**config.mk**
```make
export PLATFORM = sky130hd
export DESIGN_NAME = sd_spi_responder
export DESIGN_NICKNAME = d
export VERILOG_FILES = /design/src/rtl/sd_spi_pkg.sv /design/src/rtl/sd_resp_shifter.sv /design/src/rtl/sd_spi_responder.sv
export SDC_FILE = /design/constraint.sdc
export NUM_CORES = 1
export LEC_CHECK = 0
export CORE_UTILIZATION = 62
export CTS_BUF_LIST = sky130_fd_sc_hd__clkbuf_2 sky130_fd_sc_hd__clkbuf_4 sky130_fd_sc_hd__clkbuf_8
export DETAILED_ROUTE_END_ITERATION = 8
export PLACE_DENSITY = 0.95
export SLEW_MARGIN = 10
export SYNTH_ARGS = -nofsm -noshare
export SYNTH_HDL_FRONTEND = slang
export SYNTH_SLANG_ARGS = --single-unit
```
**constraint.sdc**
```tcl
create_clock -name clock -period 3.5 [get_ports clock]
set_clock_uncertainty 0.05 [all_clocks]
set_input_delay 1.05 -clock clock [delete_from_list [all_inputs] [get_ports clock]]
set_output_delay 1.05 -clock clock [all_outputs]
set_load 0.02 [all_outputs]
```
**src/rtl/sd_spi_pkg.sv**
```systemverilog
// Shared constants, FSM state type and captured-command payload for the SD SPI-mode responder.
package sd_spi_pkg;

  localparam int unsigned CMD_W = 6;
  localparam int unsigned ARG_W = 32;
  localparam int unsigned BUF_W = 40;
  localparam int unsigned LEN_W = 3;
  localparam int unsigned CNT_W = 4;
  localparam int unsigned GAP_W = 6;

  localparam logic [CMD_W-1:0] CMD_GO_IDLE       = 6'd0;
  localparam logic [CMD_W-1:0] CMD_SEND_IF_COND  = 6'd8;
  localparam logic [CMD_W-1:0] CMD_SET_BLOCKLEN  = 6'd16;
  localparam logic [CMD_W-1:0] CMD_APP           = 6'd55;
  localparam logic [CMD_W-1:0] CMD_READ_OCR      = 6'd58;
  localparam logic [CMD_W-1:0] CMD_CRC_ON_OFF    = 6'd59;
  localparam logic [CMD_W-1:0] ACMD_SEND_OP_COND = 6'd41;

  localparam int unsigned R1_IDLE     = 0;
  localparam int unsigned R1_ILLEGAL  = 2;
  localparam int unsigned R1_CRC_ERR  = 3;

  localparam logic [LEN_W-1:0] LEN_R1   = 3'd1;
  localparam logic [LEN_W-1:0] LEN_LONG = 3'd5;

  typedef enum logic [1:0] {
    ST_IDLE,
    ST_DECODE,
    ST_GAP,
    ST_SEND
  } state_e;

  typedef struct packed {
    logic             ok;
    logic [CMD_W-1:0] index;
    logic [11:0]      arg_lo;
  } cmd_t;

  function automatic logic [7:0] make_r1(input logic crc_err, input logic illegal,
                                         input logic idle);
    logic [7:0] r;
    r             = 8'h00;
    r[R1_CRC_ERR] = crc_err;
    r[R1_ILLEGAL] = illegal;
    r[R1_IDLE]    = idle;
    return r;
  endfunction

endpackage

```
**src/rtl/sd_resp_shifter.sv**
```systemverilog
// Response serialiser: loads up to 5 bytes and presents one bit per SPI falling edge, MSB first.
module sd_resp_shifter
  import sd_spi_pkg::*;
(
  input  logic             clock,
  input  logic             reset,
  input  logic             load_i,
  input  logic             clear_i,
  input  logic             fall_i,
  input  logic [BUF_W-1:0] data_i,
  input  logic [LEN_W-1:0] len_i,
  output logic             do_o,
  output logic             done_o
);

  logic [BUF_W-1:0] sr_q;
  logic [LEN_W-1:0] len_q;
  logic [LEN_W-1:0] byte_q;
  logic [2:0]       bit_q;
  logic             do_q;
  logic             done_q;

  // done_q rises together with the last bit; the following strobe returns DO to idle-high
  always_ff @(posedge clock or negedge reset) begin
    if (!reset) begin
      sr_q   <= '0;
      len_q  <= '0;
      byte_q <= '0;
      bit_q  <= '0;
      do_q   <= 1'b1;
      done_q <= 1'b0;
    end else if (clear_i) begin
      len_q  <= '0;
      byte_q <= '0;
      bit_q  <= '0;
      do_q   <= 1'b1;
      done_q <= 1'b0;
    end else if (load_i) begin
      sr_q   <= data_i;
      len_q  <= len_i;
      byte_q <= '0;
      bit_q  <= '0;
      do_q   <= 1'b1;
      done_q <= 1'b0;
    end else if (fall_i) begin
      if (done_q) begin
        do_q <= 1'b1;
      end else begin
        do_q  <= sr_q[BUF_W-1];
        sr_q  <= {sr_q[BUF_W-2:0], 1'b1};
        bit_q <= bit_q + 3'd1;
        if (bit_q == 3'd7) begin
          byte_q <= byte_q + 3'd1;
          if (byte_q + 3'd1 == len_q) done_q <= 1'b1;
        end
      end
    end
  end

  assign do_o   = do_q;
  assign done_o = done_q;

endmodule

```
**src/rtl/sd_spi_responder.sv**
```systemverilog
// SD SPI-mode card responder: decodes commands, tracks card state, serialises R1/R3/R7 onto io_DO.
// Define SD_ACMD41_DELAY_EN to answer INIT_POLLS ACMD41 polls as busy before completing init.
module sd_spi_responder
  import sd_spi_pkg::*;
#(
  parameter int unsigned NCR_BYTES  = 1,
  parameter int unsigned INIT_POLLS = 2,
  parameter logic [31:0] OCR_VALUE  = 32'h80FF8000
) (
  input  logic             clock,
  input  logic             reset,
  input  logic             io_SPI_CLK,
  input  logic             io_SPI_CS,
  input  logic             io_ArgumentReadFinished,
  input  logic             io_ReadSuccess,
  input  logic [CMD_W-1:0] io_Command,
  input  logic [ARG_W-1:0] io_CommandArgument,
  output logic             io_DO,
  output logic             io_Busy,
  output logic             io_CardIdle
);

`ifdef SD_ACMD41_DELAY_EN
  localparam int unsigned Polls = INIT_POLLS;
`else
  // INIT_POLLS has no effect: the first ACMD41 completes initialisation
  localparam int unsigned Polls = 0 * INIT_POLLS;
`endif
  localparam logic [GAP_W-1:0] GapLast = GAP_W'(NCR_BYTES * 8 - 1);

  state_e           state_q, state_d;
  cmd_t             cmd_q, cmd_d;
  logic [GAP_W-1:0] gap_q, gap_d;
  logic [CNT_W-1:0] init_q, init_d;
  logic             idle_q, idle_d;
  logic             app_q, app_d;
  logic             busy_q, busy_d;
  logic             spi_q, arf_q;

  logic             fall_c, accept_c;
  logic             load_c, clear_c, shift_c, sh_done;
  logic             dec_idle, dec_app, dec_crc, dec_illegal;
  logic [CNT_W-1:0] dec_init;
  logic [31:0]      dec_tail;
  logic [LEN_W-1:0] dec_len;
  logic [BUF_W-1:0] dec_buf;
  logic             unused_arg;

  assign unused_arg = ^io_CommandArgument[ARG_W-1:12];
  assign fall_c     = spi_q & ~io_SPI_CLK;
  assign accept_c   = io_ArgumentReadFinished & ~arf_q & ~io_SPI_CS & (state_q == ST_IDLE);

  // Response contents and resulting card state for the captured command
  always_comb begin
    dec_idle    = idle_q;
    dec_app     = 1'b0;
    dec_init    = init_q;
    dec_crc     = 1'b0;
    dec_illegal = 1'b0;
    dec_tail    = '0;
    dec_len     = LEN_R1;
    if (!cmd_q.ok) begin
      dec_crc = 1'b1;
      dec_app = app_q;
    end else begin
      case (cmd_q.index)
        CMD_GO_IDLE: begin
          dec_idle = 1'b1;
          dec_init = CNT_W'(Polls);
        end
        CMD_SEND_IF_COND: begin
          dec_len  = LEN_LONG;
          dec_tail = {16'h0000, 4'h0, cmd_q.arg_lo};
        end
        CMD_APP: dec_app = 1'b1;
        ACMD_SEND_OP_COND: begin
          if (!app_q)             dec_illegal = 1'b1;
          else if (init_q != '0)  dec_init    = init_q - CNT_W'(1);
          else                    dec_idle    = 1'b0;
        end
        CMD_READ_OCR: begin
          dec_len  = LEN_LONG;
          dec_tail = OCR_VALUE;
        end
        CMD_SET_BLOCKLEN, CMD_CRC_ON_OFF: dec_len = LEN_R1;
        default: dec_illegal = 1'b1;
      endcase
    end
    dec_buf = {make_r1(dec_crc, dec_illegal, dec_idle), dec_tail};
  end

  // Next-state logic; CS deassertion aborts any transfer in progress
  always_comb begin
    state_d = state_q;
    cmd_d   = cmd_q;
    gap_d   = gap_q;
    init_d  = init_q;
    idle_d  = idle_q;
    app_d   = app_q;
    load_c  = 1'b0;
    clear_c = 1'b0;
    shift_c = 1'b0;
    case (state_q)
      ST_IDLE: begin
        if (accept_c) begin
          state_d      = ST_DECODE;
          cmd_d.ok     = io_ReadSuccess;
          cmd_d.index  = io_Command;
          cmd_d.arg_lo = io_CommandArgument[11:0];
        end
      end
      ST_DECODE: begin
        state_d = ST_GAP;
        load_c  = 1'b1;
        gap_d   = '0;
        idle_d  = dec_idle;
        app_d   = dec_app;
        init_d  = dec_init;
      end
      ST_GAP: begin
        if (fall_c) begin
          if (gap_q == GapLast) begin
            state_d = ST_SEND;
            shift_c = 1'b1;
          end else begin
            gap_d = gap_q + GAP_W'(1);
          end
        end
      end
      ST_SEND: begin
        if (fall_c) begin
          shift_c = 1'b1;
          if (sh_done) state_d = ST_IDLE;
        end
      end
      default: state_d = ST_IDLE;
    endcase
    if (io_SPI_CS && (state_q != ST_IDLE)) begin
      state_d = ST_IDLE;
      load_c  = 1'b0;
      shift_c = 1'b0;
      clear_c = 1'b1;
    end
    busy_d = (state_d != ST_IDLE);
  end

  always_ff @(posedge clock or negedge reset) begin
    if (!reset) begin
      state_q <= ST_IDLE;
      cmd_q   <= '0;
      gap_q   <= '0;
      init_q  <= CNT_W'(Polls);
      idle_q  <= 1'b1;
      app_q   <= 1'b0;
      busy_q  <= 1'b0;
      spi_q   <= 1'b0;
      arf_q   <= 1'b0;
    end else begin
      state_q <= state_d;
      cmd_q   <= cmd_d;
      gap_q   <= gap_d;
      init_q  <= init_d;
      idle_q  <= idle_d;
      app_q   <= app_d;
      busy_q  <= busy_d;
      spi_q   <= io_SPI_CLK;
      arf_q   <= io_ArgumentReadFinished;
    end
  end

  sd_resp_shifter u_shifter (
    .clock   (clock),
    .reset   (reset),
    .load_i  (load_c),
    .clear_i (clear_c),
    .fall_i  (shift_c),
    .data_i  (dec_buf),
    .len_i   (dec_len),
    .do_o    (io_DO),
    .done_o  (sh_done)
  );

  assign io_Busy     = busy_q;
  assign io_CardIdle = idle_q;

endmodule
```
==> flow_summary_export.csv <==
group,metric,value,unit
sta,slew-limit-headroom,31.0,%
critical_path,startpoint_type,"input port",
sta,rsz0062_at_grt,"no",
sta,finalWorstSetupSlack,0.782,ns
global_route,grt_pass1_vias,2960,
sta,finalSetupViolCount,0,
clocking,cts_hold_buffers,0,
routing,vias_per_cell,6.22,
placed_design,placed_area,4250,um^2
routing,drc_errors,0,
power,ir_drop,407,uV
sta,maxClockFrequency,368,MHz
power,p_leak,1.90,nW
placed_design,place_ws,0.462,ns
routing,wl_per_cell,16.7,um
global_route,overflow,0,
synth,yosys_most_used_dff,"dfrtp_1",
floorplan,die_w,81.6,um
clocking,cts_made_buffers,9,
routing,first_pass_iters,5,
floorplan,die_area,6660,um^2
final_layout,fill_cells,379,
placed_design,hpwl,5230,um
outcome,status,"complete, no violations",
clocking,cts_num_sinks,86,
routing,drt-total-wl,8100,um
critical_path,arrival,2.91,ns
synth,ys_warn_count,0,
floorplan,die_h,81.6,um
clocking,clock_latency,0.36,ns
synth,async_reset_ff_share,100,%
critical_path,critPathKind,"input port to register",
final_layout,stdcell_area,4430,um^2
synth,ys_seq_area_share,54.8,%
routing,detail-route-antenna-nets,0,
power,powerDensity,518,nW/um^2
sta,min_period,2.72,ns
critical_path,cp_slowest_cell,"clkdlybuf4s50_1",
final_layout,fin_nets,455,
final_layout,syn2layout_area_growth,12.7,%
sta,finalHoldViolations,0,
sta,period_share,77.6,%
synth,postSynthCellCount,382,
final_layout,fin_util,73.5,%
min_path,holdCritStartpoint,"u_shifter.sr_q[28]$_DFFE_PN0P_",
clocking,ctsLongestPathBuffers,2,
routing,vias,3021,
critical_path,crit_chain,"clkdlybuf4s50_1 > nor2b_1 > a21boi_0 > or3_1 > buf_12 > a221oi_1 > nor2_1",
floorplan,rows,28,
critical_path,required,3.69,ns
global_route,grt_pass1_wl,13800,um
synth,synth.avg_cell_area,10.3,um^2
clocking,clkTransAtPathRegs,0.09,ns
clocking,cts_resized,0,
synth,synthesis.area,3930,um^2
sta,slew_viol_final,0,
routing,first_iter_violations,339,
placed_design,port_buffers,26,
final_layout,antenna_cells,0,
placed_design,routabilityCongestion,0.793,
floorplan,ioPinCount,47,
clocking,htree_levels,3,
sta,tightest_slew,1.03,ns
synth,synth_edf_count,0,
clocking,tritoncts,"built",
critical_path,startpoint,"io_SPI_CLK",
critical_path,slowest_delay,0.43,ns
floorplan,core_region_area,6030,um^2
final_layout,layout-drive-gt1-share,15.6,%
global_route,grt_max_degree,87,
synth,synth.distinct_cells,57,
sta,timing.hold.ws,0.426,ns
sta,fin_tns_setup,0,ns
synth,syn-num-nets,431,
min_path,hold_path_class,"register to register",
floorplan,initial_core_util,65.2,%
critical_path,critPathMaxFanout,48,
critical_path,crit_path_end_kind,"register",
clocking,post_cts_buffers,0,
synth,ys_ff_latch,86,
run,maxCapViolations,0,
global_route,grt_usage,27.8,%
critical_path,worstReg2RegStart,"gap_q[3]$_DFFE_PN0P_",
clocking,clock-root-buffer,"clkbuf_8",
global_route,antenna_found_initial,0,
-- logic make-up (layout without fill, tap and decap cells) --
kind of cell | count (synthesis) | count (layout) | share of synthesized area (%)
and+or+nand+nor | 159 | 159 | 19.4
DFF | 86 | 86 | 54.8
AOI/OAI and AO/OA | 76 | 76 | 12.8
muxes | 25 | 25 | 7.00
buffers and inverters | 25 | 54 | 3.09
xor gates and xnor gates | 6 | 6 | 1.34
adders and majority gates | 5 | 5 | 1.59
-- stage by stage --
| step | power (W) | std cells |
|---|---|---|
| global route | 0.00241 | 486 |
| detailed placement | 0.00167 | 470 |
| CTS | 0.00230 | 486 |
| floorplan | 0.00153 | 382 |
| finish | 0.00229 | 486 |
| global placement | 0.00162 | 470 |
-- state kept, by name, summed over array words and instances (netlist names), 2 cells and up --
signal            flops
state_q               2
u_shifter.sr_q       40
u_shifter.len_q       2
gap_q                 6
u_shifter.bit_q       3
u_shifter.byte_q      3
cmd_q                19
init_q                4
-- cell type report --
cell class	instances	area, um^2	share of cell area, %
flip-flops and latches	86	2150	48.6
multi-input cells	271	1660	37.5
clock inverters	7	57.6	1.30
repair buffers	32	315	7.12
inverters	6	22.5	0.508
clock buffers	9	124	2.80
well taps	75	93.8	2.12
-- where the power goes --
| group | switching, W | internal [W] |
|---|---|---|
| Sequential | 0.000136 | 0.00118 |
| Combinational | 0.000170 | 0.000169 |
| Clock | 0.000372 | 0.000265 |
| Total | 0.000677 | 0.00162 |
-- synthesized netlist by cell type (all sizes together), types with 6 or more instances --
| master | instances | area, um^2 |
|---|---|---|
| mux2 | 20 | 225 |
| inv | 6 | 22.5 |
| buf | 14 | 80.1 |
| a221oi | 11 | 96.3 |
| nor2 | 32 | 123 |
| o21ai | 28 | 148 |
| a21oi | 16 | 80.1 |
| dfrtp | 84 | 2100 |
| nand2 | 62 | 233 |
| nor3 | 6 | 40.0 |
| nand3 | 28 | 140 |
-- metal layers --
metal  GRT usage [%]  vias to the layer above  wire length (um)
met4            12.5                        0               152
met2            45.4                      101              4170
met5               0                        -                 0
met1            36.8                     1503              3450
met3            4.67                       15               320
li1                -                     1402                 -
-- placed cells by master, fill, tap and decap left out, drive strengths merged, types with 4 or more instances in the layout --
cell / Yosys / final
dfrtp: 84 / 84
o21ai: 28 / 28
buf: 14 / 7
nor2: 32 / 32
nand3: 28 / 28
ha: 5 / 5
nor3: 6 / 6
xnor2: 4 / 4
nand2b: 5 / 5
nand2: 62 / 62
inv: 6 / 8
mux2i: 5 / 5
or3: 5 / 5
a21oi: 16 / 16
clkbuf: 5 / 9
a221oi: 11 / 11
mux2: 20 / 20
clkdlybuf4s50: 0 / 25
-- worst max-delay path, delay by kind of cell --
family,cells,cell delay [ns]
simple gates,3,0.70
buf+inv,2,0.63
compound gates,2,0.51
-- path summary, 6_finish.rpt --
check | to | slack, ns | cells past startpoint
max | u_shifter.sr_q[5]$_DFFE_PN0P_ | 0.78 | 7
min | u_shifter.sr_q[28]$_DFFE_PN0P_ | 0.43 | 2
max reg2reg | u_shifter.sr_q[5]$_DFFE_PN0P_ | 1.34 | 6
min reg2reg | u_shifter.sr_q[28]$_DFFE_PN0P_ | 0.43 | 2
max in group asynchronous | cmd_q[18]$_DFFE_PN0P_ | 1.93 | 1
min in group asynchronous | spi_q$_DFF_PN0_ | 0.84 | 1
No activity file was read; power rests on OpenSTA's default activity.
